===== config.mk =====
export PLATFORM = sky130hd
export DESIGN_NAME = lms_error_mac
export DESIGN_NICKNAME = d
export VERILOG_FILES = /design/src/rtl/lms_pkg.sv /design/src/rtl/lms_tap_line.sv /design/src/rtl/lms_error_mac.sv
export SDC_FILE = /design/constraint.sdc
export NUM_CORES = 2
export LEC_CHECK = 0
export CAP_MARGIN = 10
export CORE_MARGIN = 2
export CORE_UTILIZATION = 45
export DETAILED_ROUTE_END_ITERATION = 10
export PLACE_DENSITY = 0.69
export REMOVE_ABC_BUFFERS = 1
export SLEW_MARGIN = 10
export SYNTH_ARGS = -nofsm -noshare
export SYNTH_HDL_FRONTEND = slang
export SYNTH_SLANG_ARGS = --single-unit

===== constraint.sdc =====
create_clock -name clk -period 11.4 [get_ports clk]
set_clock_uncertainty 0.05 [all_clocks]
set_input_delay 1.71 -clock clk [delete_from_list [all_inputs] [get_ports clk]]
set_output_delay 1.71 -clock clk [all_outputs]
set_load 0.05 [all_outputs]

===== src/rtl/lms_pkg.sv =====
// Shared definitions for the LMS error/MAC stage and the weight-update stage:
// widths, FSM state encoding and the DW-bit saturation helper.
package lms_pkg;

  localparam int NTAP = 32;               // number of taps (power of two)
  localparam int DW   = 14;               // sample / desired / error width
  localparam int WW   = 32;               // weight width
  localparam int FRAC = 16;               // weight fractional bits
  localparam int IW   = $clog2(NTAP);     // tap index width
  localparam int ACCW = WW + DW + IW;     // accumulator width, cannot overflow

  typedef enum logic [1:0] {
    IDLE = 2'd0,
    MAC  = 2'd1,
    ERR  = 2'd2
  } state_t;

  localparam logic signed [ACCW:0] SAT_HI = (ACCW+1)'(2**(DW-1) - 1);
  localparam logic signed [ACCW:0] SAT_LO = (ACCW+1)'(-(2**(DW-1)));

  // Clamp a wide signed value into the DW-bit two's complement range.
  function automatic logic signed [DW-1:0] sat_dw(input logic signed [ACCW:0] v);
    if (v > SAT_HI)
      sat_dw = {1'b0, {(DW-1){1'b1}}};
    else if (v < SAT_LO)
      sat_dw = {1'b1, {(DW-1){1'b0}}};
    else
      sat_dw = v[DW-1:0];
  endfunction

endpackage


===== src/rtl/lms_tap_line.sv =====
// Reference delay line: NTAP samples of DW bits, shifted on shift_en.
// Tap i is presented at taps_flat[i*DW +: DW]; tap 0 is the newest sample.
module lms_tap_line #(
  parameter int NTAP = lms_pkg::NTAP,
  parameter int DW   = lms_pkg::DW
) (
  input  logic                 clk,
  input  logic                 rst,
  input  logic                 shift_en,
  input  logic [DW-1:0]        x_in,
  output logic [NTAP*DW-1:0]   taps_flat
);

  // Shift the newest sample into tap 0, everything else moves up one tap.
  always_ff @(posedge clk) begin
    if (rst)
      taps_flat <= '0;
    else if (shift_en)
      taps_flat <= {taps_flat[(NTAP-1)*DW-1:0], x_in};
  end

endmodule


===== src/rtl/lms_error_mac.sv =====
// LMS error stage: keeps the reference delay line, computes y = sum(w_i*x_i)
// with one multiplier over NTAP cycles (weights read one per cycle through
// weight_addr/weight_rdata) and outputs the saturated error e = d - y.
// Build option: define LMS_ROUND_EN to round y half-up instead of flooring.
module lms_error_mac
  import lms_pkg::*;
(
  input  logic                clk,
  input  logic                rst,
  input  logic                sample_valid,
  input  logic [DW-1:0]       x_in,
  input  logic [DW-1:0]       d_in,
  output logic [IW-1:0]       weight_addr,
  input  logic [WW-1:0]       weight_rdata,
  output logic [NTAP*DW-1:0]  reff_flat,
  output logic [DW-1:0]       e,
  output logic                e_valid,
  output logic                busy,
  output logic                overrun
);

`ifdef LMS_ROUND_EN
  localparam logic signed [ACCW:0] HALF_LSB = (ACCW+1)'(1) <<< (FRAC-1);
`endif

  // Bring the accumulator back to sample scale (floor, or round half up).
  function automatic logic signed [ACCW:0] scale_acc(input logic signed [ACCW-1:0] a);
    logic signed [ACCW:0] v;
    v = (ACCW+1)'(a);
`ifdef LMS_ROUND_EN
    v = v + HALF_LSB;
`endif
    return v >>> FRAC;
  endfunction

  state_t                  state_q, state_d;
  logic [IW-1:0]           idx_q;
  logic signed [DW-1:0]    d_q;
  logic signed [ACCW-1:0]  acc_q;
  logic                    accept;
  logic                    last_tap;
  logic signed [DW-1:0]    tap_sel_p0;
  logic signed [WW+DW-1:0] prod_p0;
  logic signed [ACCW:0]    y_p1;
  logic signed [ACCW:0]    diff_p1;

  // A sample is only taken when the engine is idle; anything else is an overrun.
  assign accept   = (state_q == IDLE) && sample_valid;
  assign last_tap = (idx_q == IW'(NTAP-1));

  lms_tap_line #(
    .NTAP (NTAP),
    .DW   (DW)
  ) u_tap_line (
    .clk       (clk),
    .rst       (rst),
    .shift_en  (accept),
    .x_in      (x_in),
    .taps_flat (reff_flat)
  );

  // --- MAC stage: select tap[idx] and multiply by the weight read this cycle ---
  always_comb begin
    tap_sel_p0 = '0;
    for (int i = 0; i < NTAP; i++)
      if (idx_q == IW'(i))
        tap_sel_p0 = reff_flat[i*DW +: DW];
    prod_p0 = $signed(weight_rdata) * tap_sel_p0;
  end

  // --- ERR stage: rescale the sum and subtract from the latched desired sample ---
  always_comb begin
    y_p1    = scale_acc(acc_q);
    diff_p1 = (ACCW+1)'(d_q) - y_p1;
  end

  assign weight_addr = (state_q == MAC) ? idx_q : '0;

  // FSM state register.
  always_ff @(posedge clk) begin
    if (rst)
      state_q <= IDLE;
    else
      state_q <= state_d;
  end

  // FSM next-state: IDLE -> MAC on accept, MAC for NTAP cycles, ERR for one.
  always_comb begin
    state_d = state_q;
    unique case (state_q)
      IDLE:    if (sample_valid) state_d = MAC;
      MAC:     if (last_tap)     state_d = ERR;
      ERR:                       state_d = IDLE;
      default:                   state_d = IDLE;
    endcase
  end

  // Datapath and status: accumulate during MAC, publish e at the end of ERR.
  always_ff @(posedge clk) begin
    if (rst) begin
      idx_q   <= '0;
      d_q     <= '0;
      acc_q   <= '0;
      e       <= '0;
      e_valid <= 1'b0;
      busy    <= 1'b0;
      overrun <= 1'b0;
    end else begin
      e_valid <= 1'b0;
      if (sample_valid && (state_q != IDLE))
        overrun <= 1'b1;
      unique case (state_q)
        IDLE: begin
          if (sample_valid) begin
            d_q   <= $signed(d_in);
            acc_q <= '0;
            idx_q <= '0;
            busy  <= 1'b1;
          end
        end
        MAC: begin
          acc_q <= acc_q + ACCW'(prod_p0);
          if (!last_tap)
            idx_q <= idx_q + 1'b1;
        end
        ERR: begin
          e       <= sat_dw(diff_p1);
          e_valid <= 1'b1;
          busy    <= 1'b0;
        end
        default: ;
      endcase
    end
  end

endmodule


==> key figures <==
Job
  • Max Cap Violations: 0

Worst setup path
  • Crit. Startpoint: idx_q[0]
  • Startpoint Class: flip-flop
  • Setup CP Type: reg2reg
  • CP Capture Type: flip-flop
  • Critical Path Max Stage Delay: 0.63 ns
  • Reg-to-Reg Start: idx_q[0]
  • R2r setup slk: 0.35 ns
  • Worst-path maximum fanout: 26
  • Most frequent cell on the critical path: fa_1
  • WP data arrival: 11.49 ns
  • Slowest cell on crit path: nor4_1
  • CP Data Required Time: 11.84 ns

Route
  • Vias/cell: 5.766
  • Initial DRT Pass Iterations: 6
  • Routed wire per std cell: 22.90 um
  • Final wirelength: 163100 um
  • ANT nets after route: 0
  • DRC: 0
  • Via count: 41050
  • DRT iter0 DRCs: 4732

Power and ir drop
  • Leak Pwr: 21.23 nW
  • Max IR drop VDD: 0.0001434 V
  • Pwr Density: 171.7 nW/um^2

Global routing
  • First-pass GRT wire length: 248400 um
  • Grt total ovfl: 0
  • Global Route Usage Sum: 32.53%
  • Pin count of the biggest net entering global routing: 251
  • Vias in the first global route: 39720
  • Initial antenna violation count: 4

Synth
  • Gate Count Post-Synth: 5468
  • Synth Warn #: 0
  • Synthesized cell area: 43330 um^2
  • Most common flop cell mapped by yosys: dfxtp_1
  • Post-synth ARST share: 0%
  • Unique masters post-synth: 99
  • Post-synth EDFFs: 0
  • Register area share after synthesis: 24.81%
  • Flop and latch count out of synthesis: 537
  • Synth Area per Inst: 7.925 um^2

STA
  • Fmax: 90.49 MHz
  • Slew headroom: 15.65%
  • Least-Margin Pin Slew: 1.265 ns
  • Hold WS: 0.4186 ns
  • Final hold violation count: 0
  • Min Tclk post-route: 11.05 ns
  • Pins over their slew limit: 0
  • Final setup vio count: 0
  • Tcrit/Tclk final: 96.94%

Placed design
  • DP Area: 49730 um^2
  • Placed insts: 7012
  • Port Buf Inserts: 532
  • DP Wirelength: 124900 um
  • Placer Congestion: 0.9976

Worst hold path
  • HP Class: reg2reg
  • HP Start: acc_q[3]

Clock network
  • Clk slew on worst S/H paths: 0.06 ns
  • Worst-Skew Late Latency: 0.68 ns
  • Clock sinks: 537
  • Root Buffer: clkbuf_16
  • H-tree depth: 2
  • CTS tree: yes
  • Cts bufs inserted: 58
  • CTS Buffer Depth: 3
  • Post-CTS Repair Setup Buffers: 0
  • Hold_buf cts: 0

Final layout
  • Layout Utilization: 54.58%
  • Layout cell share with drive strength beyond 1: 4.510%
  • Area growth syn-to-layout: 19.84%
  • Final non-filler cell total: 7120
  • Fin nets: 6538
  • Final Cell Area: 51930 um^2

Floorplan
  • I/O pins: 533
  • Die width: 314.3 um
  • Initial Util: 45.54%
  • Die area: 98800 um^2
  • # rows: 113
  • Die Y: 314.3 um
  • Core ar.: 95150 um^2

Run status
  • Outcome: complete, no violations
-- final cells by class --
class                      count  area, um^2
antenna                        1       2.502
clock buffer                  82        1703
clock inverter                25       429.2
fill                        8801       43220
inverter                     581        2185
multi-input combinational   4006       29220
sequential                   537       10750
tap                         1265        1583
timing repair buffer         623        6055
-- per-layer routing --
| metal | vias to the layer above | global-route usage (%) | part of all wire [%] |
|---|---|---|---|
| met5 | - | 0 | 0.0080 |
| met2 | 2106 | 50.52 | 45 |
| met4 | 2 | 12.21 | 4.3 |
| li1 | 18450 | - | - |
| met1 | 20160 | 44.20 | 41 |
| met3 | 339 | 7.457 | 10 |
-- stage by stage --
stage | setup TNS (ns) | power (mW) | setup slack [ns]
after floorplan | -8.670 | 5.490 | -0.8781
after global placement | 0 | 6.706 | 0.4413
after detailed placement | 0 | 6.756 | 0.3546
after CTS | 0 | 8.919 | 0.2637
after global routing | -0.01612 | 9.608 | -0.01612
final | 0 | 8.914 | 0.3486
-- what timing repair did --
action	CTS	global route
endpoints found under the hold margin	0	0
endpoints found under the setup margin	0	9
resized for setup	0	13
-- worst paths after layout --
kind               endpoint  cells after the start
setup reg to reg  acc_q[44]                     37
hold reg to reg    acc_q[3]                      2
setup / recovery  acc_q[44]                     37
hold / removal     acc_q[3]                      2
-- sequential cells by signal (all words and copies together) (netlist names) --
name	cells
acc_q	51
e	14
e_valid	1
idx_q	5
u_tap_line.taps_flat	448
d_q	14
state_q	2
busy	1
overrun	1
-- Yosys cell counts (16+ instances only) --
| cell | n | area share [%] |
|---|---|---|
| nand2_1 | 1372 | 12 |
| a21oi_1 | 659 | 7.6 |
| inv_1 | 579 | 5.0 |
| dfxtp_1 | 537 | 25 |
| fa_1 | 499 | 23 |
| clkbuf_1 | 269 | 2.3 |
| nor2_1 | 210 | 1.8 |
| ha_1 | 169 | 4.9 |
| and2_1 | 152 | 2.2 |
| o21ai_0 | 115 | 1.3 |
| nand3_1 | 61 | 0.70 |
| nor2b_1 | 60 | 0.87 |
| a21o_1 | 50 | 0.87 |
| buf_2 | 48 | 0.55 |
| xnor2_1 | 47 | 0.95 |
| nor3_1 | 41 | 0.47 |
| o22ai_1 | 41 | 0.59 |
| a221oi_1 | 30 | 0.61 |
| o211ai_1 | 30 | 0.52 |
| o21ai_1 | 30 | 0.35 |
| a31oi_1 | 29 | 0.42 |
| nand2b_1 | 28 | 0.40 |
| xor2_1 | 26 | 0.53 |
| buf_1 | 23 | 0.20 |
| a211oi_1 | 21 | 0.36 |
| a22oi_1 | 21 | 0.36 |
| o221ai_1 | 21 | 0.42 |
| o21a_1 | 20 | 0.35 |
| nand3b_1 | 16 | 0.28 |
| or3_1 | 16 | 0.23 |
-- power by group --
part           total (mW)  switching (mW)  internal (mW)
Combinational        4.77            2.89           1.88
Clock                2.13           0.856           1.27
Sequential           2.01          0.0766           1.94
Total                8.91            3.83           5.09
-- critical path: cells and delay by family (launching register included) --
kind	cells	cell delay, ns
XOR/XNOR	1	0.11
adder cells (fa/ha/maj)	8	3.62
AND/OR/NAND/NOR	6	1.28
AO/OA/AOI/OAI	14	3.85
multiplexers	1	0.13
buffers and inverters	7	1.40
flip-flops	1	0.38
-- logic make-up (layout without fill, tap and decap cells) --
logic type / count (synthesis) / count (layout) / synth area share [%]
simple gates: 2047 / 2047 / 20.47
compound gates: 1212 / 1212 / 16.99
buf+inv: 925 / 1311 / 8.186
fa+ha+maj: 668 / 668 / 27.93
flops: 537 / 537 / 24.81
xor+xnor: 73 / 73 / 1.475
mux: 6 / 6 / 0.1415
other cells: 0 / 1 / 0
-- cell usage in the layout (no fill, tap or decap), types with 47 or more instances in the layout --
cell type / instances
buf_4: 87
fa_1: 499
ha_1: 165
a21o_1: 50
nand2_1: 1370
clkbuf_16: 59
a21oi_1: 656
nor2b_1: 59
inv_1: 578
and2_1: 151
nor2_1: 209
dfxtp_1: 536
clkdlybuf4s50_1: 531
nand3_1: 61
xnor2_1: 47
o21ai_0: 115
(Power assumes the default switching activity.)
